$ cat config.mk
export PLATFORM = sky130hd
export DESIGN_NAME = demux_2_buf
export DESIGN_NICKNAME = d
export VERILOG_FILES = /design/src/rtl/demux_2_buf.sv
export SDC_FILE = /design/constraint.sdc
export NUM_CORES = 1
export LEC_CHECK = 0
export BUFFER_PORTS_ARGS = -buffer_cell sky130_fd_sc_hd__buf_4
export CELL_PAD_IN_SITES_DETAIL_PLACEMENT = 2
export CELL_PAD_IN_SITES_GLOBAL_PLACEMENT = 2
export CORE_ASPECT_RATIO = 0.6
export CORE_MARGIN = 4
export CORE_UTILIZATION = 30
export DETAILED_ROUTE_END_ITERATION = 8
export PLACE_DENSITY_LB_ADDON = 0.1
export REMOVE_ABC_BUFFERS = 1
export SYNTH_ARGS = -nofsm -noshare
export SYNTH_HDL_FRONTEND = slang
export SYNTH_SLANG_ARGS = --single-unit
$ cat constraint.sdc
create_clock -name clk -period 7.6 [get_ports clk]
set_input_delay 0.76 -clock clk [delete_from_list [all_inputs] [get_ports clk]]
set_output_delay 0.76 -clock clk [all_outputs]
set_load 0.05 [all_outputs]
$ cat src/rtl/demux_2_buf.sv
// Registered 1-to-2 demultiplexer with a small FIFO per output.
// Define DEMUX_2_BUF_ORDER_EN for strict global ordering and the order_stall output.

module demux_2_buf_fifo #(
  parameter int WIDTH = 32,
  parameter int DEPTH = 2
) (
  input  logic             clk,
  input  logic             rst,
  input  logic             push_i,
  input  logic [WIDTH-1:0] data_i,
  input  logic             ready_i,
  output logic             valid_o,
  output logic             full_o,
  output logic [WIDTH-1:0] data_o
);

  localparam int AW = (DEPTH > 1) ? $clog2(DEPTH) : 1;
  localparam logic [AW:0] CountFull = (AW + 1)'(DEPTH);

  logic [WIDTH-1:0] mem_q [DEPTH];
  logic [AW-1:0]    wr_ptr_q, wr_ptr_d;
  logic [AW-1:0]    rd_ptr_q, rd_ptr_d;
  logic [AW:0]      count_q, count_d;
  logic             push, pop;

  assign full_o  = (count_q == CountFull);
  assign valid_o = (count_q != '0);
  assign push    = push_i & ~full_o;
  assign pop     = valid_o & ready_i;
  assign data_o  = valid_o ? mem_q[rd_ptr_q] : '0;

  // Pointers wrap naturally because DEPTH is a power of two.
  always_comb begin
    wr_ptr_d = wr_ptr_q;
    rd_ptr_d = rd_ptr_q;
    count_d  = count_q;
    if (push) wr_ptr_d = wr_ptr_q + 1'b1;
    if (pop)  rd_ptr_d = rd_ptr_q + 1'b1;
    case ({push, pop})
      2'b10:   count_d = count_q + 1'b1;
      2'b01:   count_d = count_q - 1'b1;
      default: count_d = count_q;
    endcase
  end

  always_ff @(posedge clk) begin
    if (rst) begin
      wr_ptr_q <= '0;
      rd_ptr_q <= '0;
      count_q  <= '0;
      for (int i = 0; i < DEPTH; i++) mem_q[i] <= '0;
    end else begin
      wr_ptr_q <= wr_ptr_d;
      rd_ptr_q <= rd_ptr_d;
      count_q  <= count_d;
      if (push) mem_q[wr_ptr_q] <= data_i;
    end
  end

endmodule

module demux_2_buf #(
  parameter int WIDTH = 32,
  parameter int DEPTH = 2
) (
  input  logic             clk,
  input  logic             rst,
  input  logic             in_valid,
  output logic             in_ready,
  input  logic [WIDTH-1:0] in_data,
  input  logic             choose,
  output logic             a_valid,
  input  logic             a_ready,
  output logic [WIDTH-1:0] a_data,
  output logic             b_valid,
  input  logic             b_ready,
  output logic [WIDTH-1:0] b_data
`ifdef DEMUX_2_BUF_ORDER_EN
  , output logic           order_stall
`endif
);

  logic a_full, b_full;
  logic base_ok, order_ok, accept;

  // Readiness only looks at registered full state, never at the sinks.
  assign base_ok  = choose ? ~b_full : ~a_full;
  assign in_ready = ~rst & base_ok & order_ok;
  assign accept   = in_valid & in_ready;

`ifdef DEMUX_2_BUF_ORDER_EN
  logic last_sel_q, last_sel_d;

  // A destination switch waits until the previous destination has drained.
  assign order_ok    = (choose == last_sel_q) | (last_sel_q ? ~b_valid : ~a_valid);
  assign order_stall = in_valid & ~rst & base_ok & ~order_ok;
  assign last_sel_d  = accept ? choose : last_sel_q;

  always_ff @(posedge clk) begin
    if (rst) last_sel_q <= 1'b0;
    else     last_sel_q <= last_sel_d;
  end
`else
  assign order_ok = 1'b1;
`endif

  demux_2_buf_fifo #(.WIDTH(WIDTH), .DEPTH(DEPTH)) u_fifo_a (
    .clk     (clk),
    .rst     (rst),
    .push_i  (accept & ~choose),
    .data_i  (in_data),
    .ready_i (a_ready),
    .valid_o (a_valid),
    .full_o  (a_full),
    .data_o  (a_data)
  );

  demux_2_buf_fifo #(.WIDTH(WIDTH), .DEPTH(DEPTH)) u_fifo_b (
    .clk     (clk),
    .rst     (rst),
    .push_i  (accept & choose),
    .data_i  (in_data),
    .ready_i (b_ready),
    .valid_o (b_valid),
    .full_o  (b_full),
    .data_o  (b_data)
  );

endmodule

# == Word level (Yosys, flattened, before mapping) ==
# Memories as Yosys holds them, arrays and structs flattened. A register that Yosys moved wholly into a read port is not among the register bits.
# Index checks and enable logic that the tools add are counted.
# totals
register_bits,8
output_inout_bits,67
inputBits,38
wordCells,63
ramBits,128
n_memories,2
# mem_list
name,words,word_bits,rd,rd_ports_with_merged_regs,wr,line,text
u_fifo_a.mem_q,2,32,1,1,2,21,logic [WIDTH-1:0] mem_q [DEPTH];
u_fifo_b.mem_q,2,32,1,1,2,21,
# classes
n_eq_ne,6
n_reduce_logical,6
n_bitwise,12
addsub,8
n_mux,23
# op_table
operator,count
$mux W32,4
$reduce_or A32 Y1,2
$mux W1,17
$and A1 B1 Y1,8
$eq A2 B2 Y1 const B,4
$pmux W2 S2,2
$reduce_bool A2 Y1,4
$add A1 B1 Y1 const B,4
$add A2 B1 Y2 const B,2
$eq A2 B1 Y1 const B,2
$not A1 Y1,4
$sub A2 B1 Y2 const B,2

# == Logic depth before layout (Yosys ltp) ==
# logic_depth
depth_word,12
ltp_mapped,6
depth_no_buf,6

# == Hierarchy ==
# Synthesis repeated with hierarchy kept, for this count alone.
# hier_totals
cells_unflattened,547
area_unflattened_um2,6331.1
# by_module_without_submodules
mod,instances,seq_area_each_um2,cells_each,area_per_inst_um2
demux_2_buf_fifo,2,2021.9,271,3143.0
demux_2_buf,1,0.0,5,45.0

# == Worst setup path before layout ==
# Ideal clock, no wire load.
# synth_path
kind,input -> register
from,input rst
to,"memory u_fifo_a.mem_q[0][0], enable pin"
setup_slack_ns,3.533
path_buffers,0
required_ns,7.134
arrival_time_ns,3.601
path_stages,3
setup_time_ns,0.466
cell_sequence,nand2b_4 > or3_1 > o21ai_0
# synth_lines
element,line,text
"start, declared",68,"input logic rst,"
"end, declared",21,

==> flow_summary.ini <==
[route]
vias = 3902
postRouteAntennaNets = 0
first_pass_iters = 4
drc_errors = 0
drt_first_iter_violations = 235
post_drt_via_cell_ratio = 4.527
drt-wirelength-per-cell_microns = 19.57
routed_wirelength_mm = 16.87

[global_routing]
gr-total-overflow = 0
grt_pass1_vias = 4344
grt_max_degree = 34
grt_use_total_pct = 15.08
antenna_found_initial = 1
grt_pass1_wl_mm = 26.40

[power_and_ir_drop]
peakVddDrop_v = 0.0001106
p_leak_uw = 0.003013
power_density_mw_per_mm2 = 284.0

[timing]
fin_setup_tns_ns = 0
fmax_mhz = 332.4
rsz0062_at_grt = no
drv_slew = 0
period_needed_ns = 3.008
fin_crit_sh_pct = 39.58
hold_viol = 0
fin_skew_ns = 0.01350
final-setup-viol-count = 0
setup_slack_ns = 4.592
worstMarginPinSlew_ns = 1.160
slew-limit-headroom_pct = 22.37

[worst_setup_path]
crit_family = flip-flops
path_class = register to output port
crit_path_start_kind = register
crit_path_max_incr_delay_ns = 1.07
cp-end-kind = output port
crit_arrival_ns = 2.25
worstPathCellList = mux2i_1 -> nor2_1 -> buf_4
crit_fanout = 32
slowest_stage = dfxtp_2
crit_required_ns = 6.84
cp.buffers_inverters = 1

[layout]
area_delta_synth_final_pct = 27.05
instances_no_fill = 862
register_area_sq_mm = 0.004046
drive_above_1_share_pct = 26.32
fin_util_pct = 39.12
final_cell_mix = and2_1 (128), edfxtp_1 (128), buf_4 (110)
design_area_sq_mm = 0.007870
multi_input_area_sq_mm = 0.002058
insertedDiodeCount = 0
final_nets = 616
nFillCells = 2088

[clocking]
cts_tree = built
hold_buffers = 0
postCtsSetupBuffers = 0
clk_pin_slew_ns = 0.06
clock_sinks = 138
ctsResizeCount = 0
clk_latency_ns = 0.42
cts-buffers-inserted = 17
root_buffer = clkbuf_16
clk_path_buf_depth = 2
ctsHtreeMaxLevel = 4

[synthesis]
async_flop_share_pct = 0
netlist_area_sq_mm = 0.006195
ys.flop_type = edfxtp_1
seq_area_frac_synth_pct = 65.28
ys_seq_elements = 138
synth.distinct_cells = 28
synth_area_per_cell_sq_um = 13.07
yosysWarnings = 0
synth-edff-count = 128
synth_cells = 474

[die]
initial_core_util_pct = 30.79
coreArea_sq_mm = 0.02012
dieArea_sq_mm = 0.02309
placementRows = 40
io_pins = 105
chipWidth_microns = 193.5
die_h_microns = 119.3

[hold_path]
worstHoldPathType = register to register

[place]
io_buffers = 104
gp_congestion = 0.7375
place_inst = 830
dpl.hpwl_mm = 10.65
dp_slack_ns = 4.658
dpl_cell_area_sq_mm = 0.007298

[status]
outcome = finished clean

[flow_run]
maxCapViolCount = 0
## registers in the layout, indices dropped and copies added, names as in the netlist, named ones only
register and flops:
u_fifo_a.count_q 2, u_fifo_a.rd_ptr_q 1, u_fifo_b.wr_ptr_q 1, u_fifo_a.mem_q 64, u_fifo_b.mem_q 64, u_fifo_b.rd_ptr_q 1
u_fifo_b.count_q 2, u_fifo_a.wr_ptr_q 1
## where the power goes
group / internal [uW] / total (uW) / switching (uW)
Sequential: 880 / 920 / 40.0
Clock: 453 / 797 / 344
Combinational: 156 / 517 / 361
## routing by layer
metal  routed length [microns]  vias to the layer above  global-route usage, %
met3                       642                        6                  3.986
met1                      8203                     1976                  20.84
li1                          -                     1844                      -
met2                      7959                       76                  23.84
met5                         0                        -                      0
met4                        62                        0                  3.581
## per-stage QoR
stage	total power, uW	hold slack, ns
finish	2235	0.5121
global route	2341	0.5576
CTS	2273	0.5216
detailed placement	1467	0.5010
global placement	1454	0.4880
floorplan	1266	0.4705
## final timing paths
kind / from / end / slack (ns) / depth (start not counted)
worst max-delay path: register / a_data[30] / 4.59 / 3
worst max register to register: u_fifo_b.count_q[0] / u_fifo_b.mem_q[1][17] / 5.20 / 4
worst min-delay path: u_fifo_a.rd_ptr_q / u_fifo_a.rd_ptr_q / 0.51 / 2
worst min register to register: u_fifo_a.rd_ptr_q / u_fifo_a.rd_ptr_q / 0.51 / 2
## worst register-to-register path: stages (launching register included)
cell and delay (ns):
dfxtp_1 0.50, nand2b_1 0.18, and4_1 0.19, buf_4 0.34, or2_2 0.80
## logic make-up after synthesis
family	Yosys count	share of synthesized area, %
and+or+nand+nor	218	19.79
DFF	138	65.28
muxes	64	10.34
buffers and inverters	34	2.242
AOI/OAI and AO/OA	12	1.091
xor gates and xnor gates	6	0.8483
adders and majority gates	2	0.4039
## final cells by class
class | count | area share, %
inverters | 7 | 0.3339
repair buffers | 110 | 10.49
well taps | 273 | 4.340
clock inverters | 12 | 1.335
flip-flops and latches | 138 | 51.41
clock buffers | 20 | 5.930
multi-input cells | 302 | 26.15
## cell usage after synthesis, types with 2 or more instances
master    instances  area, sq um
edfxtp_1        128         3844
inv_1             6        22.52
nor2b_1           3        18.77
clkbuf_2          3        15.01
nor2_1           72        270.3
nand2_1           2        7.510
o311ai_0          2        17.52
or3_1             3        18.77
a21oi_1           2        10.01
dfxtp_1          10        200.2
buf_2             6        30.03
ha_1              2        25.02
mux2i_1          64        640.6
or2_2             2        12.51
xnor2_1           2        17.52
xor2_1            4        35.03
o21ai_0           8        40.04
clkbuf_1         18        67.56
and2_1          128        800.8
No activity file was read; power rests on OpenSTA's default activity.
